<file path="config.mk">
export PLATFORM = sky130hd
export DESIGN_NAME = i2c_slave_flat
export DESIGN_NICKNAME = d
export VERILOG_FILES = /design/src/rtl/i2c_slave_if.sv /design/src/rtl/i2c_slave.sv /design/src/flat_wrapper.sv
export SDC_FILE = /design/constraint.sdc
export NUM_CORES = 1
export LEC_CHECK = 0
export BUFFER_PORTS_ARGS = -buffer_cell sky130_fd_sc_hd__buf_2
export CAP_MARGIN = 20
export CORE_MARGIN = 1
export CORE_UTILIZATION = 35
export CTS_CLUSTER_SIZE = 28
export DETAILED_ROUTE_END_ITERATION = 6
export GPL_ROUTABILITY_DRIVEN = 0
export PLACE_DENSITY_LB_ADDON = 0.3
export SLEW_MARGIN = 5
export SYNTH_ARGS = -nofsm -noshare
export SYNTH_HDL_FRONTEND = slang
export SYNTH_SLANG_ARGS = --single-unit
</file>
<file path="constraint.sdc">
create_clock -name clk -period 2.3 [get_ports clk]
set_input_delay 0.345 -clock clk [delete_from_list [all_inputs] [get_ports clk]]
set_output_delay 0.345 -clock clk [all_outputs]
set_load 0.005 [all_outputs]
</file>
<file path="src/rtl/i2c_slave_if.sv">
// I2C bus bundle between an external master (or bench) and the i2c_slave responder.
// Open-drain SDA is modelled as sda_in (line value) plus sda_out/tristate from the slave.
interface i2c_slave_if;
  logic scl;
  logic sda_in;
  logic sda_out;
  logic tristate;

  modport slave (
    input  scl,
    input  sda_in,
    output sda_out,
    output tristate
  );

  modport master (
    output scl,
    output sda_in,
    input  sda_out,
    input  tristate
  );
endinterface

</file>
<file path="src/rtl/i2c_slave.sv">
// I2C register-file responder: self-test registers, sensor window and WHO_AM_I.
// Optional macro SENSOR_LATCH_EN snapshots sensor_data per read transaction for coherent bursts.
module i2c_slave #(
  parameter logic [6:0] SLAVE_ADDRESS  = 7'b110_1001,
  parameter logic [7:0] WHO_AM_I_VALUE = 8'h68
) (
  input  logic        clk,
  input  logic        rst,
  i2c_slave_if.slave  bus,
  input  logic [63:0] sensor_data,
  output logic [7:0]  self_test_x,
  output logic [7:0]  self_test_y,
  output logic [7:0]  self_test_z,
  output logic        wr_valid,
  output logic [7:0]  wr_addr,
  output logic [7:0]  wr_data,
  output logic        busy
);

  typedef enum logic [3:0] {
    IDLE, ADDR, ADDR_ACK, REG, REG_ACK, WDATA, WDATA_ACK, RDATA, RDATA_ACK
  } state_t;

  state_t      state_q, state_d;
  logic [1:0]  scl_sync_q, sda_sync_q;
  logic        scl_prev_q, sda_prev_q;
  logic [3:0]  bit_cnt_q, bit_cnt_d;
  logic [7:0]  shift_q, shift_d;
  logic [6:0]  tx_q, tx_d;
  logic [7:0]  ptr_q, ptr_d;
  logic        rw_q, rw_d;
  logic        ack_q, ack_d;
  logic        tristate_q, tristate_d;
  logic        busy_q, busy_d;
  logic        wr_valid_q, wr_valid_d;
  logic [7:0]  wr_addr_q, wr_addr_d;
  logic [7:0]  wr_data_q, wr_data_d;
  logic [7:0]  st_x_q, st_x_d, st_y_q, st_y_d, st_z_q, st_z_d;
  logic [63:0] rd_src;
  logic [7:0]  rd_byte;

  logic scl_s, sda_s, scl_rise, scl_fall, start_det, stop_det;

  assign scl_s     = scl_sync_q[1];
  assign sda_s     = sda_sync_q[1];
  assign scl_rise  = scl_s & ~scl_prev_q;
  assign scl_fall  = ~scl_s & scl_prev_q;
  assign start_det = scl_s & scl_prev_q & sda_prev_q & ~sda_s;
  assign stop_det  = scl_s & scl_prev_q & ~sda_prev_q & sda_s;

`ifdef SENSOR_LATCH_EN
  logic [63:0] shadow_q, shadow_d;
  assign rd_src = shadow_q;
`else
  assign rd_src = sensor_data;
`endif

  always_comb begin
    rd_byte = '0;
    case (ptr_q)
      8'h0D:   rd_byte = st_x_q;
      8'h0E:   rd_byte = st_y_q;
      8'h0F:   rd_byte = st_z_q;
      8'h41:   rd_byte = rd_src[63:56];
      8'h42:   rd_byte = rd_src[55:48];
      8'h43:   rd_byte = rd_src[47:40];
      8'h44:   rd_byte = rd_src[39:32];
      8'h45:   rd_byte = rd_src[31:24];
      8'h46:   rd_byte = rd_src[23:16];
      8'h47:   rd_byte = rd_src[15:8];
      8'h48:   rd_byte = rd_src[7:0];
      8'h75:   rd_byte = WHO_AM_I_VALUE;
      default: rd_byte = '0;
    endcase
  end

  always_comb begin
    state_d    = state_q;
    bit_cnt_d  = bit_cnt_q;
    shift_d    = shift_q;
    tx_d       = tx_q;
    ptr_d      = ptr_q;
    rw_d       = rw_q;
    ack_d      = ack_q;
    tristate_d = tristate_q;
    busy_d     = busy_q;
    wr_valid_d = 1'b0;
    wr_addr_d  = wr_addr_q;
    wr_data_d  = wr_data_q;
    st_x_d     = st_x_q;
    st_y_d     = st_y_q;
    st_z_d     = st_z_q;
`ifdef SENSOR_LATCH_EN
    shadow_d   = shadow_q;
`endif

    if (stop_det) begin
      state_d    = IDLE;
      bit_cnt_d  = '0;
      tristate_d = 1'b1;
      busy_d     = 1'b0;
    end else if (start_det) begin
      state_d    = ADDR;
      bit_cnt_d  = '0;
      tristate_d = 1'b1;
    end else begin
      case (state_q)
        ADDR, REG, WDATA: begin
          if (scl_rise && bit_cnt_q != 4'd8) begin
            shift_d   = {shift_q[6:0], sda_s};
            bit_cnt_d = bit_cnt_q + 4'd1;
          end else if (scl_fall && bit_cnt_q == 4'd8) begin
            bit_cnt_d  = '0;
            tristate_d = 1'b0;
            case (state_q)
              ADDR: begin
                if (shift_q[7:1] == SLAVE_ADDRESS) begin
                  rw_d    = shift_q[0];
                  busy_d  = 1'b1;
                  state_d = ADDR_ACK;
`ifdef SENSOR_LATCH_EN
                  if (shift_q[0]) shadow_d = sensor_data;
`endif
                end else begin
                  tristate_d = 1'b1;
                  busy_d     = 1'b0;
                  state_d    = IDLE;
                end
              end
              REG: begin
                ptr_d   = shift_q;
                state_d = REG_ACK;
              end
              default: begin
                wr_valid_d = 1'b1;
                wr_addr_d  = ptr_q;
                wr_data_d  = shift_q;
                if (ptr_q == 8'h0D) st_x_d = shift_q;
                if (ptr_q == 8'h0E) st_y_d = shift_q;
                if (ptr_q == 8'h0F) st_z_d = shift_q;
                ptr_d   = ptr_q + 8'd1;
                state_d = WDATA_ACK;
              end
            endcase
          end
        end
        ADDR_ACK: begin
          if (scl_fall) begin
            if (rw_q) begin
              tx_d       = rd_byte[6:0];
              tristate_d = rd_byte[7];
              state_d    = RDATA;
            end else begin
              tristate_d = 1'b1;
              state_d    = REG;
            end
          end
        end
        REG_ACK, WDATA_ACK: begin
          if (scl_fall) begin
            tristate_d = 1'b1;
            state_d    = WDATA;
          end
        end
        RDATA: begin
          if (scl_rise && bit_cnt_q != 4'd8) begin
            bit_cnt_d = bit_cnt_q + 4'd1;
          end else if (scl_fall) begin
            if (bit_cnt_q == 4'd8) begin
              bit_cnt_d  = '0;
              tristate_d = 1'b1;
              ptr_d      = ptr_q + 8'd1;
              state_d    = RDATA_ACK;
            end else begin
              // A 1 bit is sent by releasing the line, so the bit value is the tristate value.
              tristate_d = tx_q[6];
              tx_d       = {tx_q[5:0], 1'b1};
            end
          end
        end
        RDATA_ACK: begin
          if (scl_rise) begin
            ack_d = sda_s;
          end else if (scl_fall) begin
            if (!ack_q) begin
              tx_d       = rd_byte[6:0];
              tristate_d = rd_byte[7];
              state_d    = RDATA;
            end else begin
              tristate_d = 1'b1;
              state_d    = IDLE;
            end
          end
        end
        default: ;
      endcase
    end
  end

  always_ff @(posedge clk or negedge rst) begin
    if (!rst) begin
      state_q    <= IDLE;
      scl_sync_q <= '1;
      sda_sync_q <= '1;
      scl_prev_q <= 1'b1;
      sda_prev_q <= 1'b1;
      bit_cnt_q  <= '0;
      shift_q    <= '0;
      tx_q       <= '1;
      ptr_q      <= '0;
      rw_q       <= 1'b0;
      ack_q      <= 1'b1;
      tristate_q <= 1'b1;
      busy_q     <= 1'b0;
      wr_valid_q <= 1'b0;
      wr_addr_q  <= '0;
      wr_data_q  <= '0;
      st_x_q     <= '0;
      st_y_q     <= '0;
      st_z_q     <= '0;
`ifdef SENSOR_LATCH_EN
      shadow_q   <= '0;
`endif
    end else begin
      state_q    <= state_d;
      scl_sync_q <= {scl_sync_q[0], bus.scl};
      sda_sync_q <= {sda_sync_q[0], bus.sda_in};
      scl_prev_q <= scl_s;
      sda_prev_q <= sda_s;
      bit_cnt_q  <= bit_cnt_d;
      shift_q    <= shift_d;
      tx_q       <= tx_d;
      ptr_q      <= ptr_d;
      rw_q       <= rw_d;
      ack_q      <= ack_d;
      tristate_q <= tristate_d;
      busy_q     <= busy_d;
      wr_valid_q <= wr_valid_d;
      wr_addr_q  <= wr_addr_d;
      wr_data_q  <= wr_data_d;
      st_x_q     <= st_x_d;
      st_y_q     <= st_y_d;
      st_z_q     <= st_z_d;
`ifdef SENSOR_LATCH_EN
      shadow_q   <= shadow_d;
`endif
    end
  end

  assign bus.sda_out  = 1'b0;
  assign bus.tristate = tristate_q;
  assign busy         = busy_q;
  assign wr_valid     = wr_valid_q;
  assign wr_addr      = wr_addr_q;
  assign wr_data      = wr_data_q;
  assign self_test_x  = st_x_q;
  assign self_test_y  = st_y_q;
  assign self_test_z  = st_z_q;

endmodule

</file>
<file path="src/flat_wrapper.sv">
// flat-port wrapper written by rule: the top's interface ports become plain ports
module i2c_slave_flat 
#(
  parameter logic [6:0] SLAVE_ADDRESS  = 7'b110_1001,
  parameter logic [7:0] WHO_AM_I_VALUE = 8'h68
)
  (clk, rst, sensor_data, self_test_x, self_test_y, self_test_z, wr_valid, wr_addr, wr_data, busy, bus_scl, bus_sda_in, bus_sda_out, bus_tristate);
  i2c_slave_if bus_i ();
  input  logic clk;
  input  logic rst;
  input  logic [63:0] sensor_data;
  output logic [7:0] self_test_x;
  output logic [7:0] self_test_y;
  output logic [7:0] self_test_z;
  output logic wr_valid;
  output logic [7:0] wr_addr;
  output logic [7:0] wr_data;
  output logic busy;
  input wire logic [$bits(bus_i.scl)-1:0] bus_scl;
  input wire logic [$bits(bus_i.sda_in)-1:0] bus_sda_in;
  output wire logic [$bits(bus_i.sda_out)-1:0] bus_sda_out;
  output wire logic [$bits(bus_i.tristate)-1:0] bus_tristate;
  assign bus_i.scl = bus_scl;
  assign bus_i.sda_in = bus_sda_in;
  assign bus_sda_out = bus_i.sda_out;
  assign bus_tristate = bus_i.tristate;
  i2c_slave #(.SLAVE_ADDRESS(SLAVE_ADDRESS), .WHO_AM_I_VALUE(WHO_AM_I_VALUE)) u_core (.clk(clk), .rst(rst), .bus(bus_i), .sensor_data(sensor_data), .self_test_x(self_test_x), .self_test_y(self_test_y), .self_test_z(self_test_z), .wr_valid(wr_valid), .wr_addr(wr_addr), .wr_data(wr_data), .busy(busy));
endmodule
</file>
======== Word-level counts from Yosys, hierarchy flattened ========
Index checks and enable logic that the tools add are counted.
storage, ports and cells
  register bits ........................... 82
  input port bits ......................... 68
operators by class
  $add $sub $neg .......................... 2
  equal/unequal tests ..................... 49
  mux-type cells .......................... 70
  bitwise logic cells ..................... 15
  reduce and logical (&&, ||, !) cells .... 25
operators by type and width
  operator               count
  $pmux W8 S12           1
  $eq A8 B7 Y1 const B   9
  $mux W4                18
  $mux W7                8
  $mux W8                5
  $pmux W8 S2            2
  $mux W1                28
  $reduce_and A7 Y1      4
  $eq A8 B4 Y1 const B   3
  $ne A4 B1 Y1 const B   6
  $pmux W7 S3            1
  $pmux W4 S5            1
  $reduce_and A9 Y1      2
  $eq A4 B3 Y1 const B   4
  $ne A5 B1 Y1 const B   3
  $ne A2 B1 Y1 const B   7
  $ne A2 B2 Y1 const B   7
  $reduce_and A4 Y1      3
  $reduce_and A11 Y1     1
  $reduce_and A10 Y1     1
  $add A8 B1 Y8 const B  1
  $eq A4 B2 Y1 const B   2
  $eq A4 B4 Y1 const B   2
  $ne A4 B2 Y1 const B   2
  other kinds (20)       40

======== Longest topological paths before layout ========
Gate-level depths: netlist of run 1.
  word-level depth ........................ 8
  mapped depth ............................ 9
  mapped depth without buffers ............ 7

======== Least setup slack after synthesis of run 1 ========
Ideal clock, no wire load.
  path type ............................... reg-to-reg
  start ................................... register u_core.bit_cnt_q[0]
  end ..................................... register u_core.st_y_q[0], in the netlist u_core.self_test_y[0]
  arrival ................................. 1766 ps
  data required time ...................... 2175 ps
  slack ................................... 410 ps
  cell stages (with the launch flop) ...... 9
  path buffers ............................ 2
  clock period less this slack ............ 1890 ps
  cell sequence ........................... dfrtp_1 inv_1 ha_1 and3b_1 buf_2 and4_1 clkbuf_1 nand3_2 mux2_2
on the way
  longest elaborated chain between the ends .. 4
RTL lines
  item                                    line              source
  from (decl)                             i2c_slave.sv:27   logic [3:0] bit_cnt_q, bit_cnt_d;
  from (signal assigned)                  i2c_slave.sv:230  bit_cnt_q <= bit_cnt_d;
  $ne A4 B4 Y1                            i2c_slave.sv:109  if (scl_rise && bit_cnt_q != 4'd8) begin
  $logic_and A1 B1 Y1                     i2c_slave.sv:109
  $not A1 Y1 (no source line)             --
  $reduce_and A7 Y1 (no source line) (*)  --
  to (signal assigned)                    i2c_slave.sv:242  st_y_q <= st_y_d;
  to (decl)                               i2c_slave.sv:38   logic [7:0] st_x_q, st_x_d, st_y_q, st_y_d, st_z_q, st_z_d;
Mark *: on every way between the ends. The rest lies on a longest branch, timed or not.
A chain may end at the register's enable or synchronous reset.

======== Worst setup path after layout of run 1 ========
  start ................................... register u_core.ptr_q[0]
  end ..................................... register u_core.tx_q[6]
on the way
  longest elaborated chain between the ends .. 6
RTL lines
  item                                          line              source
  from (decl)                                   i2c_slave.sv:30   logic [7:0] ptr_q, ptr_d;
  from (signal assigned)                        i2c_slave.sv:233  ptr_q <= ptr_d;
  $eq A8 B7 Y1 or $eq A8 B4 Y1 (tied branches)  i2c_slave.sv:60   case (ptr_q)
  $pmux W8 S12 (*)                              i2c_slave.sv:60
  $mux W7                                       i2c_slave.sv:185  if (!ack_q) begin
  $mux W7                                       i2c_slave.sv:184  end else if (scl_fall) begin
  $mux W7                                       i2c_slave.sv:182  if (scl_rise) begin
  $pmux W7 S3 (*)                               i2c_slave.sv:107  case (state_q)
  to (signal assigned)                          i2c_slave.sv:232  tx_q <= tx_d;
  to (decl)                                     i2c_slave.sv:29   logic [6:0] tx_q, tx_d;
Mark *: on every way between the ends. The rest lies on a longest branch, timed or not. The select of a mux whose other input is x is not followed.

==> impl_results.md, run 1 <==
* Clock power frac at 0.327
* Outcome: completed
* Post-synth top area share at 0.3675
* I/O pin cnt at ~110
* Via count at 4058
* Netlist Area Pre-Place at 4562 um^2
* Post-Synth Adder-Cell Area at 0.01646
* Routed WL per cell at 17.90 um
* Top delay family on crit path: compound AO/OA/AOI/OAI gates
* Post-Route WL at 13030 um
* Worst slew pin tran at 719.2 ps
* DIE AREA at 13490 um^2
* Setup bufs post-CTS at 0
* Slew Limit Fails at 0
* Mux cell area share after synthesis at 0.1443
* Number of enable flip-flop cells after synthesis at 0
* Worst IR Drop VDD at 0.3667 mV
* Remaining DRCs at 0
* CP Cell Sequence: inv_1 -> ha_1 -> a222oi_1 -> o22ai_1 -> a2111oi_0 -> o221ai_1
* Fin crit period at 2168 ps
* Max stage delay cell, worst path: a222oi_1
* Startpoint Class: flop
* Final Setup Violations at 0
* First-pass GRT wire length at 20290 um
* Number of port buffers at 110
* #FFs+latches synth at 82
* Ys async rst share at 1.000
* WP buf/inv at 1
* Sequential share of power at 0.465
* Met1 Use GR at 0.2693
* Clock Skew at around 5.2 ps
* Final Hold Viols at 0
* Initial antenna violation count at 0
* Met3 Resource Use GR at 0.05138
* Clock Root Buffer: clkbuf_16
* CP Max Fanout at 17
* Final worst-path setup slack at 132.0 ps
* Grt ovf at 0
* Distinct cells, synth at 69
* Clk sinks at 82
* Most Used Layer, Global Route: met2
* PD cells at 734.5 nW/um^2
* Clk_lat worst skew at 340 ps
* Rel. slew slack at 0.5205
* Compound-Gate Fraction of Synth Area at 0.1934
* Chip width at 116.2 um
* Rows at 41
* Mean post-synth cell area at 10.63 um^2
* RSZ-0062 raised after global routing: no
* Detailed Routing Iterations Pass 1 at 6
* Post-Syn Instances at 429
* Height of the die at 116.2 um
* Post-place setup slack at -6.208 ps
* Yosys warns at 0
* Fmax at between 400 and 500 MHz
* Number of global-route vias before repair at 3824
* CTS buffer count at 9
* Post-DP Area at 5411 um^2
* Clk buf depth at 2
* Core area at 12670 um^2
* Area grow syn2layout at 25.43%
* Pint at 2.876 mW
* Top post-synthesis cells by area: dfrtp_1 37%, mux2_2 13%, dfstp_2 8.6%, a21oi_1 2.4%, a22oi_1 2.3%
* Setup CP Type: reg -> reg
* Synth Flop Type: dfrtp_1
* Post-Synth Simple-Gate Area at 0.1544
* H-tree levels at 3
* Starting density of the core at 0.3600
* Final setup TNS at 0 ps
* Synth area leader: dfrtp_1
* Fin cells at 728
* DP Wirelength at 9679 um
* Final #Nets at approximately 630
* Placed insts at 711
* Post-route cell area at between 5000 and 6000 um^2
* Layout cells sized above 1 at 0.4281
* Vias per inst at around 5.6
* Main combinational cell family by area after synthesis: compound AO/OA/AOI/OAI gates
* Met2 Track Usage GR at 0.3163
* Critical Path Sink Type: flop
* CTS tree: built
* Synth Area in XOR/XNOR at 0
* Required @ worst endpoint at 2550 ps
* Max-cap violations at 0
* Tot Pwr at approximately 4.2 mW
* Post-route ant nets at 0
* Static leakage at 2.714 nW
* Comb power frac at 0.208
* 1st-iter DRT viols at between 300 and 400
* Critical path data arrival time at 2420 ps
* Syn nets at roughly 500
* Synth top cells by count: 67 x dfrtp_1, 54 x mux2_2, 27 x nand2_1
* Largest net degree at the start of global routing at 52
* Min-delay worst type: in -> reg
* Tcrit/Tclk final at 0.9426
* CP peak stage delay at 480 ps
* Ant. Diodes at 0
* CTS clk-pin slew, worst paths at 60 ps
* Net switching power at approximately 1.3 mW
* Most common cell in the synthesized netlist: dfrtp_1
* Sw Share at 0.3158
* Overall routing resource usage at 0.1998
* Sequential-to-total area share from yosys stat at 0.4539
## cells in the final DEF (no fill, tap or decap), types with 3 or more instances in the layout
cell type    n
buf_2      109
dfrtp_1     67
mux2_2      54
nand2_1     27
buf_4       27
nor2_1      24
a21oi_1     22
o21ai_0     17
dfstp_2     15
a22oi_1     14
nand3_1     11
a22o_1      11
nand2b_1    10
inv_1        9
a222oi_1     9
clkbuf_16    9
nor3_1       7
nor2b_1      6
nand3b_1     6
o22ai_1      6
nand4_1      5
mux2i_1      5
a211oi_1     5
ha_1         5
a31oi_1      4
o2111ai_1    3
o211ai_1     3
and4_1       3
a2111oi_0    3
clkinv_4     3
## state kept, by name (all words and copies together) (netlist names), 2 cells and up
| register | count |
|---|---|
| u_core.scl_sync_q | 2 |
| u_core.wr_addr | 8 |
| u_core.wr_data | 8 |
| u_core.self_test_y | 8 |
| u_core.self_test_x | 8 |
| u_core.bit_cnt_q | 4 |
| u_core.ptr_q | 8 |
| u_core.sda_sync_q | 2 |
| u_core.shift_q | 8 |
| u_core.self_test_z | 8 |
| u_core.state_q | 4 |
| u_core.tx_q | 7 |
## cell type report
type / instances / area (um^2)
multi-input combinational: 311 / 2332
tap: 172 / 215.2
clock inverter: 5 / 38.79
sequential: 82 / 2071
inverter: 9 / 33.78
timing repair buffer: 138 / 778.2
fill: 1227 / 6949
clock buffer: 11 / 252.7
## layer usage
metal  up-vias  wire, um
met5         -         0
met4         0       136
met3        10       883
met2       156      6311
met1      2007      5702
li1       1885         -
## worst reg2reg max path, cell delays in order (launching register included)
cell and delay [ps]:
dfrtp_1 400, inv_1 80, ha_1 450, a222oi_1 490, o22ai_1 160, a2111oi_0 350, o221ai_1 160
## final timing paths
kind,endpoint,cells past startpoint,from,slack (ps)
max,u_core.tx_q[6],6,u_core.ptr_q[0],130
min,u_core.scl_sync_q[0],1,bus_scl,100
max reg2reg,u_core.tx_q[6],6,u_core.ptr_q[0],130
min reg2reg,u_core.scl_sync_q[1],0,u_core.scl_sync_q[0],360
max in group asynchronous,u_core.scl_prev_q,3,rst,1140
min in group asynchronous,u_core.bit_cnt_q[2],2,rst,510
## through the flow
step	hold WS (ps)	utilization
finish	101.6	0.4516
global route	90.32	0.4516
CTS	91.08	0.4510
detailed placement	322.1	0.4271
global placement	316.9	0.4271
floorplan	49.41	-
## repair_timing
action | 4_1_cts | 5_1_grt
setup endpoints to repair | 1 | 2
hold buffers | 1 | 0
pin swaps | 0 | 0
resized for setup | 1 | 2
hold endpoints to repair | 19 | 0
## power by group through the flow
| stage | sequential, mW | clock [mW] | combinational, mW |
|---|---|---|---|
| global placement | 1.97 | 0 | 0.840 |
| CTS | 1.96 | 1.41 | 0.870 |
| finish | 1.95 | 1.38 | 0.873 |
| detailed placement | 1.98 | 0 | 0.863 |
| global route | 1.99 | 1.48 | 0.971 |
| floorplan | 1.83 | 0 | 0.621 |
## cell families (layout without fill, tap and decap cells)
family                     count (synthesis)  count (layout)
AOI/OAI and AO/OA                        122             122
adders and majority gates                  6               6
buffers and inverters                     36             163
DFF                                       82              82
muxes                                     59              59
other                                      1               1
and+or+nand+nor                          123             123
No activity file was read; power rests on OpenSTA's default activity.
==> run 2, diff against run 1 <==
--- a/config.mk
+++ b/config.mk
@@ -8,7 +8,7 @@
 export BUFFER_PORTS_ARGS = -buffer_cell sky130_fd_sc_hd__buf_2
 export CAP_MARGIN = 20
 export CORE_MARGIN = 1
-export CORE_UTILIZATION = 35
+export CORE_UTILIZATION = 54
 export CTS_CLUSTER_SIZE = 28
 export DETAILED_ROUTE_END_ITERATION = 6
 export GPL_ROUTABILITY_DRIVEN = 0
==> run 2 against run 1 <==
Net effect: first-iteration DRC count is 1.6% higher; final cell count is 10% lower; register-to-register slack hardly changed; wire length is 1.2% lower; non-clock buffer count is 7 lower; critical path type unchanged; global-route usage is 10 points higher.
==> impl_results.md, run 2 (synthesized netlist as in run 1, its figures left out) <==
* Number of port buffers at 110 (unchanged)
* Core area at 8175 um^2 (-35%)
* Detailed Routing Iterations Pass 1 at 7 (+1)
* Tcrit/Tclk final at 0.9437 (+0.001064)
* Vias per inst at 6.344 (+14%)
* Setup bufs post-CTS at 0 (unchanged)
* WP buf/inv at 2 (+1)
* I/O pin cnt at 112 (unchanged)
* Critical Path Sink Type: flop
* CP Max Fanout at 9 (-8)
* 1st-iter DRT viols at 317 (+1.6%)
* Fmax at 460.7 MHz (-0.11%)
* CTS tree: built
* Slew Limit Fails at 0 (unchanged)
* Final Hold Viols at 0 (unchanged)
* Worst slew pin tran at 615.8 ps (-103.4 ps)
* Number of fillers in the final layout at 669 (-45%)
* Static leakage at 2.624 nW (-3.3%)
* Largest net degree at the start of global routing at 52 (unchanged)
* CP Cell Sequence: inv_1 -> ha_1 -> buf_4 -> a222oi_1 -> o22ai_1 -> a2111oi_0 -> o221ai_1
* Grt ovf at 0 (unchanged)
* Height of the die at 93.91 um (-19%)
* RR Startpoint: u_core.ptr_q[1]
* Top delay family on crit path: compound AO/OA/AOI/OAI gates
* Clk sinks at 82 (unchanged)
* FF-to-FF End: u_core.tx_q[6]
* Layout cells sized above 1 at 0.4189 (-0.009114)
* Worst IR Drop VDD at 0.4940 mV (+35%)
* Setup slack, reg-to-reg at 130 ps (about the same)
* Final #Nets at 618 (-1.1%)
* Max stage delay cell, worst path: dfrtp_2
* Final Setup Violations at 0 (unchanged)
* Outcome: completed
* CP peak stage delay at 440 ps (-40 ps)
* Routed WL per cell at 19.68 um (+9.9%)
* Hold Startpoint: bus_scl
* Post-route ant nets at 0 (unchanged)
* Max-cap violations at 0 (unchanged)
* PD cells at 692.6 nW/um^2 (-5.7%)
* CTS buffer count at 9 (unchanged)
* Required @ worst endpoint at 2580 ps (+30 ps)
* Starting density of the core at 0.5580 (+0.1980)
* Post-Route WL at 12870 um (-1.2%)
* Final worst-path setup slack at 129.5 ps (-2.447 ps)
* Final Core Density at 0.6697 (+0.2182)
* H-tree levels at 3 (unchanged)
* Initial antenna violation count at 0 (unchanged)
* Rel. slew slack at 0.5895 (+0.06895)
* DP Wirelength at 9392 um (-3.0%)
* Crit path depth at 7 (+1)
* DIE AREA at 8819 um^2 (-35%)
* Clk buf depth at 2 (unchanged)
* Via count at 4149 (+2.2%)
* First-pass GRT wire length at 20100 um (-0.95%)
* Critical path data arrival time at 2450 ps (+30 ps)
* Clock Root Buffer: clkbuf_8
* Crit path capture: u_core.tx_q[6]
* Rows at 33 (-20%)
* Multi-input gate area at 2332 um^2 (unchanged)
* Register Area at 2072 um^2 (about the same)
* RSZ-0062 raised after global routing: no
* Crit path from: u_core.ptr_q[1]
* Post-place setup slack at -136.9 ps (-130.7 ps)
* Commonest non-fill, non-tap cell in the layout: buf_2
* Ant. Diodes at 0 (unchanged)
* Min-delay worst type: in -> reg
* CTS clk-pin slew, worst paths at 90 ps (+30 ps)
* Overall routing resource usage at 0.3027 (+0.1028)
* Chip width at 93.91 um (-19%)
* Number of global-route vias before repair at 3862 (+0.99%)
* Remaining DRCs at 0 (unchanged)
* Hold depth at 1 (unchanged)
* Startpoint Class: flop
* Clock Skew at 8.545 ps (+3.323 ps)
* Worst reg2reg path depth at 7 (+1)
* Most frequent cells in the layout: 109 x buf_2, 66 x dfrtp_1, 54 x mux2_2
* Area grow syn2layout at 20.02%
* Fin crit period at 2170 ps (+2.447 ps)
* Clk_lat worst skew at 360 ps (+20 ps)
* Setup CP Type: reg -> reg
## run 2: worst register-to-register path, delay by kind of cell (launching register included)
family	cells	cell delay [ps]
AOI/OAI and AO/OA	4	980
adders and majority gates	1	340
buffers and inverters	2	330
DFF	1	440
## run 2: report_power, final
group          switching [mW]  internal (mW)  leakage [nW]
combinational           0.437          0.388          1.46
clock                   0.554          0.433        0.0911
sequential              0.314           1.67          1.08
## run 2: what timing repair did
| item | CTS | global route |
|---|---|---|
| setup endpoints to repair | 1 | 2 |
| hold buffers | 1 | 0 |
| gates resized for setup | 2 | 2 |
| cloned | 0 | 0 |
| hold endpoints to repair | 23 | 0 |
## run 2: per-layer routing
metal  track usage  share of wire
met4        0.1321          0.022
met3       0.04531          0.078
met5             0              0
met2        0.4684           0.48
met1        0.4221           0.42
## run 2: cell type report
class / count / share of cell area
clock buffer: 12 / 0.02651
clock inverter: 4 / 0.006399
inverter: 9 / 0.006170
multi-input combinational: 311 / 0.4260
sequential: 82 / 0.3784
tap: 105 / 0.02399
timing repair buffer: 131 / 0.1325
## run 2: metrics by stage
step	cell area, um^2	instances	hold slack, ps	TNS (ps)	power, mW
after CTS	5469	654	65.39	0	3.781
after floorplan	4562	429	49.41	0	2.450
final	5475	654	75.38	0	3.792
after global routing	5475	654	62.64	0	3.974
after global placement	5275	637	311.0	-50.05	2.765
after detailed placement	5275	637	321.3	-136.9	2.800
## run 2: worst min-delay path by stage
stage	end	slack, ps
after global placement	u_core.busy	310
after CTS	u_core.scl_sync_q[0]	70
final	u_core.scl_sync_q[0]	80
after global routing	u_core.sda_sync_q[0]	60
after floorplan	u_core.bit_cnt_q[0]	50
after detailed placement	u_core.busy	320
==> run 3, diff against run 2 <==
--- a/config.mk
+++ b/config.mk
@@ -13,6 +13,7 @@
 export DETAILED_ROUTE_END_ITERATION = 6
 export GPL_ROUTABILITY_DRIVEN = 0
 export PLACE_DENSITY_LB_ADDON = 0.3
+export RECOVER_POWER = 100
 export SLEW_MARGIN = 5
 export SYNTH_ARGS = -nofsm -noshare
 export SYNTH_HDL_FRONTEND = slang
==> run 3 against run 2 <==
Net effect: global-route usage unchanged; sequential power hardly changed; register-to-register slack worse by 20 ps; wire length increased by 0.30%; non-clock buffer count is the same.
==> impl_results.md, run 3 (synthesized netlist as in run 1, its figures left out) <==
* Number of fillers in the final layout at 689 (+3.0%)
* Slew Limit Fails at 0 (unchanged)
* Met2 Routed Length at 6208 um (+1.2%)
* RR Startpoint: u_core.ptr_q[1]
* Remaining DRCs at 0 (unchanged)
* Clock Skew at 10.55 ps (+2.007 ps)
* Layout cells sized above 1 at 0.3770 (-0.04189)
* Worst slew pin tran at 811.6 ps (+195.8 ps)
* Chip width at 93.91 um (unchanged)
* Setup CP Type: reg -> reg
* Min-delay worst type: in -> reg
* Sequential share of power at 0.523 (about the same)
* Post-route ant nets at 0 (unchanged)
* Final worst-path setup slack at 109.9 ps (-19.63 ps)
* FF-to-FF End: u_core.tx_q[6]
* Grt ovf at 0 (unchanged)
* Tcrit/Tclk final at 0.9522 (+0.008533)
* Sw Share at 0.3423 (-0.001757)
* Top Layer Used: met4
* Net switching power at 1.290 mW (-1.1%)
* Final Hold Viols at 0 (unchanged)
* Post-DP Area at 5275 um^2 (unchanged)
* CTS tree: built
* Fin crit period at 2190 ps (+19.63 ps)
* Outcome: completed
* CTS clk-pin slew, worst paths at 90 ps (about the same)
* Max stage delay cell, worst path: dfrtp_2
* Worst reg2reg path depth at 7 (unchanged)
* Post-Route WL at 12910 um (+0.30%)
* Final Core Density at 0.6605 (-0.009183)
* First-pass GRT wire length at 20100 um (unchanged)
* Post-route cell area at 5400 um^2 (-1.4%)
* Max-cap violations at 0 (unchanged)
* Height of the die at 93.91 um (unchanged)
* Critical path data arrival time at 2460 ps (about the same)
* Static leakage at 2.529 nW (-3.6%)
* Required @ worst endpoint at 2570 ps (about the same)
* Setup slack, reg-to-reg at 110 ps (-20 ps)
* I/O pin cnt at 112 (unchanged)
* 1st-iter DRT viols at 337 (+6.3%)
* Final setup TNS at 0 ps (unchanged)
* CP Cell Sequence: inv_1 -> ha_1 -> clkbuf_2 -> a222oi_1 -> o22ai_1 -> a2111oi_0 -> o221ai_1
* Routed WL per cell at 19.74 um (+0.30%)
* Vias per inst at 6.372 (+0.43%)
* Overall routing resource usage at 0.3027 (unchanged)
* Clk sinks at 82 (unchanged)
* Startpoint Class: flop
* Final Setup Violations at 0 (unchanged)
* RSZ-0062 raised after global routing: no
* Clk buf depth at 2 (unchanged)
* Number of global-route vias before repair at 3862 (unchanged)
* Via count at 4167 (+0.43%)
* Starting density of the core at 0.5580 (unchanged)
* WP buf/inv at 2 (unchanged)
* Hold depth at 1 (unchanged)
* Number of port buffers at 110 (unchanged)
* CP peak stage delay at 440 ps (about the same)
* Setup bufs post-CTS at 0 (unchanged)
* Top delay family on crit path: compound AO/OA/AOI/OAI gates
* Hold Startpoint: bus_scl
* Ant. Diodes at 0 (unchanged)
* Commonest non-fill, non-tap cell in the layout: buf_2
* Most frequent cells in the layout: 93 x buf_2, 66 x dfrtp_1, 54 x mux2_2
* Clk_lat worst skew at 360 ps (about the same)
* Pint at 2.479 mW (-0.33%)
* CP Max Fanout at 9 (unchanged)
* Initial antenna violation count at 0 (unchanged)
* CTS buffer count at 9 (unchanged)
* Worst hold margin at 80.31 ps (+4.929 ps)
* Worst IR Drop VDD at 0.4904 mV (-0.73%)
* Post-place setup slack at -136.9 ps (unchanged)
* Comb power frac at 0.217 (about the same)
* Hold-critical path endpoint: u_core.scl_sync_q[0]
* PD cells at 698.0 nW/um^2 (+0.78%)
* Fmax at 456.6 MHz (-0.90%)
* Area grow syn2layout at 18.38%
* Metal3 WL at 911 um (-9.3%)
* Detailed Routing Iterations Pass 1 at 7 (unchanged)
* Clock power frac at 0.260 (about the same)
* Largest net degree at the start of global routing at 52 (unchanged)
* H-tree levels at 3 (unchanged)
* M1 WL at 5489 um (+0.85%)
* Final #Nets at 618 (unchanged)
* Clock Root Buffer: clkbuf_8
* DP Wirelength at 9392 um (unchanged)
* DIE AREA at 8819 um^2 (unchanged)
* Core area at 8175 um^2 (unchanged)
* Rows at 33 (unchanged)
* Rel. slew slack at 0.4589 (-0.1305)
* Critical Path Sink Type: flop
-- run 3: final cells by class --
class	count	area (um^2)	share of cell area
multi-input cells	311	2306	0.4270
flip-flops and latches	82	2072	0.3837
repair buffers	131	676.9	0.1253
clock buffers	12	145.1	0.02688
well taps	105	131.4	0.02433
clock inverters	4	35.03	0.006487
inverters	9	33.78	0.006256
-- run 3: worst max path at each step --
| stage | startpoint | end | slack, ps | cells after the start |
|---|---|---|---|---|
| 2_1_floorplan | u_core.bit_cnt_q[0] | u_core.self_test_y[0] | 410 | 8 |
| 3_3_place_gp | u_core.ptr_q[0] | u_core.tx_q[1] | -50 | 6 |
| 3_5_place_dp | u_core.ptr_q[0] | u_core.tx_q[1] | -140 | 6 |
| 4_1_cts | u_core.ptr_q[0] | u_core.tx_q[1] | 90 | 6 |
| 5_1_grt | u_core.ptr_q[1] | u_core.tx_q[4] | 20 | 8 |
| 6_report | u_core.ptr_q[1] | u_core.tx_q[6] | 110 | 7 |
-- run 3: through the flow --
step                      cells  power, mW
after detailed placement    637      2.800
after floorplan             429      2.450
after global placement      637      2.765
after CTS                   654      3.781
after global routing        654      3.965
final                       654      3.769
-- run 3: power groups by stage --
stage	clock [mW]	combinational, mW	sequential, mW
floorplan	0	0.621	1.83
global placement	0	0.787	1.98
detailed placement	0	0.808	1.99
CTS	0.995	0.819	1.97
global route	1.05	0.912	2.00
finish	0.979	0.819	1.97
-- run 3: metal layers --
layer  track usage  up-vias
li1              -     1861
met1        0.4221     2103
met2        0.4684      180
met3       0.04531       23
met4        0.1321        0
met5             0        -
-- run 3: what timing repair did --
item,in CTS,in global routing
setup endpoints to repair,1,2
hold endpoints to repair,23,0
hold buffers,1,0
resized for setup,2,2
